### src/rtl/seq_det_pkg.sv
`default_nettype none
// +----------------------------------------------------------------------+
// | seq_det_pkg : shared defaults for the serial sequence detector       |
// | Rev 1.0                                                              |
// +----------------------------------------------------------------------+
package seq_det_pkg;

  localparam int unsigned          C_PAT_LEN = 4;
  localparam int unsigned          C_CNT_W   = 8;
  localparam logic [C_PAT_LEN-1:0] C_RST_PAT = 4'b1011;

endpackage : seq_det_pkg
`default_nettype wire

### src/rtl/sat_counter.sv
`default_nettype none
// +----------------------------------------------------------------------+
// | sat_counter : saturating event counter with sticky all-ones flag     |
// | Rev 1.0                                                              |
// +----------------------------------------------------------------------+
module sat_counter #(
  parameter int unsigned CNT_W = 8
) (
  input  logic             clk,
  input  logic             reset,
  input  logic             inc,
  input  logic             clr,
  output logic [CNT_W-1:0] count,
  output logic             sat
);

  localparam logic [CNT_W-1:0] c_max = '1;

  logic [CNT_W-1:0] r_count;
  logic             r_sat;
  logic [CNT_W-1:0] w_next;

  assign w_next = r_count + CNT_W'(1);

  // Clear takes effect before the increment of the same edge.
  always_ff @(posedge clk or posedge reset) begin
    if (reset) begin
      r_count <= '0;
      r_sat   <= 1'b0;
    end else if (clr) begin
      r_count <= CNT_W'(inc);
      r_sat   <= 1'b0;
    end else if (inc && (r_count != c_max)) begin
      r_count <= w_next;
      if (&w_next) begin
        r_sat <= 1'b1;
      end
    end
  end

  assign count = r_count;
  assign sat   = r_sat;

endmodule : sat_counter
`default_nettype wire

### src/rtl/param_sequence_detector.sv
`default_nettype none
// +----------------------------------------------------------------------+
// | param_sequence_detector : programmable serial bit-pattern detector   |
// | Rev 1.0                                                              |
// +----------------------------------------------------------------------+
module param_sequence_detector
  import seq_det_pkg::*;
#(
  parameter int unsigned         PAT_LEN = C_PAT_LEN,
  parameter int unsigned         CNT_W   = C_CNT_W,
  parameter logic [PAT_LEN-1:0]  RST_PAT = PAT_LEN'(C_RST_PAT)
) (
  input  logic               clk,
  input  logic               reset,
  input  logic               bit_valid,
  input  logic               bit_in,
  input  logic               pattern_load,
  input  logic [PAT_LEN-1:0] pattern_in,
  input  logic               overlap_en,
  input  logic               cnt_clear,
  output logic               detected,
  output logic [CNT_W-1:0]   match_count,
  output logic               count_sat
);

  localparam int unsigned         FILL_W      = $clog2(PAT_LEN + 1);
  localparam logic [FILL_W-1:0]   c_fill_thr  = FILL_W'(PAT_LEN - 1);
  localparam logic [FILL_W-1:0]   c_fill_full = FILL_W'(PAT_LEN);

  logic [PAT_LEN-1:0] r_pattern;
  logic [PAT_LEN-2:0] r_hist;
  logic [FILL_W-1:0]  r_fill;
  logic               r_detected;

  logic               w_accept;
  logic [PAT_LEN-1:0] w_window;
  logic               w_match;

  // A pattern load swallows any bit presented on the same edge.
  assign w_accept = bit_valid & ~pattern_load;
  assign w_window = {r_hist, bit_in};
  assign w_match  = w_accept && (r_fill >= c_fill_thr) && (w_window == r_pattern);

  always_ff @(posedge clk or posedge reset) begin
    if (reset) begin
      r_pattern <= RST_PAT;
      r_hist    <= '0;
      r_fill    <= '0;
    end else if (pattern_load) begin
      r_pattern <= pattern_in;
      r_fill    <= '0;
    end else if (bit_valid) begin
      r_hist <= w_window[PAT_LEN-2:0];
      if (w_match && !overlap_en) begin
        r_fill <= '0;
      end else if (r_fill != c_fill_full) begin
        r_fill <= r_fill + FILL_W'(1);
      end
    end
  end

  always_ff @(posedge clk or posedge reset) begin
    if (reset) begin
      r_detected <= 1'b0;
    end else begin
      r_detected <= w_match;
    end
  end

  sat_counter #(
    .CNT_W (CNT_W)
  ) u_sat_counter (
    .clk   (clk),
    .reset (reset),
    .inc   (w_match),
    .clr   (cnt_clear),
    .count (match_count),
    .sat   (count_sat)
  );

  assign detected = r_detected;

endmodule : param_sequence_detector
`default_nettype wire

### config.mk
export PLATFORM = sky130hd
export DESIGN_NAME = param_sequence_detector
export DESIGN_NICKNAME = d
export VERILOG_FILES = /design/src/rtl/seq_det_pkg.sv /design/src/rtl/sat_counter.sv /design/src/rtl/param_sequence_detector.sv
export SDC_FILE = /design/constraint.sdc
export NUM_CORES = 1
export LEC_CHECK = 0
export BUFFER_PORTS_ARGS = -buffer_cell sky130_fd_sc_hd__buf_2
export CAP_MARGIN = 20
export CORE_MARGIN = 4
export CORE_UTILIZATION = 54
export DETAILED_ROUTE_END_ITERATION = 12
export PLACE_DENSITY = 0.76
export REMOVE_ABC_BUFFERS = 1
export SLEW_MARGIN = 10
export SYNTH_ARGS = -nofsm -noshare
export SYNTH_HDL_FRONTEND = slang
export SYNTH_HIERARCHICAL = 1
export SYNTH_SLANG_ARGS = --single-unit
export TNS_END_PERCENT = 5
### constraint.sdc
create_clock -name clk -period 2.6 [get_ports clk]
set_input_delay 0.39 -clock clk [delete_from_list [all_inputs] [get_ports clk]]
set_output_delay 0.39 -clock clk [all_outputs]
set_load 0.005 [all_outputs]
==> impl_metrics.toml <==
[outcome]
status = "complete, no violations"

[place]
io_buffer_count = 20
hpwlAfterDp_um = 1810
place_congestion = 0.820
dpl_cell_area_sq_um = 1300

[global_routing]
gr-total-overflow = 0
grt_usage_pct = 17.4
grt_pass1_wl_um = 3680
grt_start_max_net_pins = 13
grt_pass1_vias = 787
antenna_found_initial = 0

[worst_setup_path]
cp_slowest_stage_delay_ns = 0.44
path_max_fanout = 9
cpMaxStageDelayCell = "dfrtp_1"
end_kind = "flop"
crit_chain = "ha_1, ha_1, a211o_1, nand4_2, nor2_1, o21ai_2, or3_2, a21oi_1"
crit_required_ns = 2.84
path_common_cell = "ha_1"
crit_buf_inv = 0
cpLargestDelayFamily = "simple AND/OR/NAND/NOR gates"
worstPathArrival_ns = 2.46
worstSetupPathType = "reg -> reg"
startpoint_type = "flop"

[logic_synthesis]
ys.flop_type = "dfrtp_1"
synth_cells = 114
synthArstFlopShare_pct = 100
synth_top_cells_by_area = "dfrtp_1, mux2_2, dfstp_2, ha_1, xnor2_1"
synth-edff-count = 0
synth-warning-count = 6
yosysTopAreaCell = "dfrtp_1"
synth_top_cell_area_share_pct = 36.1
ys_seq_area_share_pct = 42.7
synth_cell_types = 41
ys_seq_elements = 20
netlist_area_sq_um = 1180
syn_avg_cell_area_sq_um = 10.3

[pwr]
switching_share_pct = 23.2
p_int_mw = 0.541
cellPowerDensity_nw_per_um2 = 520
ir_drop_v = 0.000476
leakage_nw = 0.626
clock_power_share_pct = 35.9
comb_power_share_pct = 13.5
switchingPower_mw = 0.163
p_seq_share_pct = 50.6

[timing]
fin_skew_ns = 0.00272
rsz0062_at_grt = "false"
hold_viol = 0
fin_crit_ns = 2.22
worstMarginPinSlew_ns = 0.407
tns_ns = 0
finalSetupViolCount = 0
timing.fmax_ghz = 0.450
finalMaxSlewViolations = 0
relSlewSlack_pct = 72.8
fin_crit_sh_pct = 85.4
holdWs_ns = 0.0402

[layout]
fin_nets = 153
drive_gt1_share_pct = 34.6
final_common_cell = "buf_2"
finish.utilization_pct = 67.0
num-fill-cells = 161
final_cell_mix = "buf_2, dfrtp_1, inv_1, mux2_2"
diodes = 0
area_growth_pct = 14.7
fin_area_sq_um = 1350

[floorplanning]
die_area_sq_um = 3000
start_util_pct = 58.4
die_w_um = 54.7
io_pins = 21
coreArea_sq_um = 2020
die_y_um = 54.7
rows = 16

[clocking]
cts_setup_buffers = 0
post_cts_resized = 0
clk_path_buf_depth = 2
cts_tree = "yes"
ctsHoldBuffers = 0
worstSkewPairLatency_ns = 0.30
cts.sinks = 20
numCtsBuffers = 3
clkTransAtPathRegs_ns = 0.12
htreeDepth = 1
cts_root_buf = "clkbuf_4"

[routing]
vias_per_cell = 5.84
wl_per_cell_um = 14.5
vias = 952
firstDrtPassIters = 4
drc = 0
wl_um = 2360
drtIter0Drc = 36
drtAntennaViolNets = 0

[min_path]
hp-class = "in -> async"

[job]
maxCapViolCount = 0
-- routing by layer --
| layer | share of wire (%) | up-vias | global-route usage [%] |
|---|---|---|---|
| met5 | 0 | - | 0 |
| met4 | 0.51 | 0 | 4.98 |
| li1 | - | 464 | - |
| met1 | 49 | 454 | 24.4 |
| met3 | 6.4 | 2 | 4.90 |
| met2 | 44 | 32 | 26.0 |
-- cell families (layout without fill, tap and decap cells) --
logic type	after synthesis	count (layout)	share of synthesized area [%]
multiplexers	9	9	8.48
adder cells (fa/ha/maj)	5	5	5.30
buffers and inverters	12	34	4.24
XOR/XNOR	6	6	4.45
AND/OR/NAND/NOR	37	37	20.1
AO/OA/AOI/OAI	25	25	14.6
flip-flops	20	20	42.7
-- worst reg2reg max path: stages (launching register included) --
cell	delay, ns
dfrtp_1	0.44
ha_1	0.18
ha_1	0.15
a211o_1	0.13
nand4_2	0.15
nor2_1	0.34
o21ai_2	0.20
or3_2	0.44
a21oi_1	0.14
-- cells in the mapped netlist, types with 2 or more instances --
cell type	n
dfstp_2	3
nand2b_1	3
nand2_1	6
ha_1	5
dfrtp_1	17
nand3_1	3
inv_1	10
xnor2_1	6
nand2b_4	2
mux2_2	8
nor2_1	5
a21oi_1	7
nand4_1	2
o21ai_0	7
nor4_1	2
or3_1	2
and4_2	2
-- layout make-up --
| class | instances | area [sq um] | share of cell area (%) |
|---|---|---|---|
| clock inverter | 1 | 30.0 | 2.22 |
| multi-input combinational | 82 | 626 | 46.2 |
| clock buffer | 3 | 22.5 | 1.66 |
| timing repair buffer | 20 | 100 | 7.39 |
| tap | 27 | 33.8 | 2.50 |
| sequential | 20 | 504 | 37.2 |
| inverter | 10 | 37.5 | 2.77 |
-- power groups by stage --
stage                     clock network [mW]  registers, mW  logic [mW]
after global routing                   0.279          0.359       0.104
after floorplan                            0          0.357      0.0719
after global placement                     0          0.361      0.0939
final                                  0.253          0.356      0.0951
after detailed placement                   0          0.363      0.0959
after CTS                              0.259          0.357      0.0961
-- registers in the layout (all words and copies together) (netlist names) --
register / flops
u_sat_counter/count: 8
r_pattern: 4
r_fill: 3
r_hist: 3
detected: 1
u_sat_counter/sat: 1
-- through the flow --
| stage | setup slack, ns | cells | power, mW |
|---|---|---|---|
| detailed placement | 0.422 | 159 | 0.459 |
| global route | 0.163 | 163 | 0.742 |
| finish | 0.379 | 163 | 0.704 |
| CTS | 0.388 | 163 | 0.713 |
| global placement | 0.544 | 159 | 0.455 |
| floorplan | 0.667 | 112 | 0.429 |
-- final timing paths --
kind | start | to | slack [ns] | cells past startpoint
worst max-delay path | r_fill[0]$_DFFE_PP0P_ | u_sat_counter/count[2]$_DFFE_PP0P_ | 0.38 | 8
worst min-delay path | reset | u_sat_counter/count[0]$_DFFE_PP0P_ | 0.04 | 2
worst max register to register | r_fill[0]$_DFFE_PP0P_ | u_sat_counter/count[2]$_DFFE_PP0P_ | 0.38 | 8
worst min register to register | u_sat_counter/sat$_DFFE_PP0P_ | u_sat_counter/sat$_DFFE_PP0P_ | 0.51 | 2
max in group asynchronous | reset | r_pattern[1]$_DFFE_PP1P_ | 2.21 | 2
min in group clk | pattern_in[1] | r_pattern[1]$_DFFE_PP1P_ | 0.32 | 2
(Power assumes the default switching activity.)
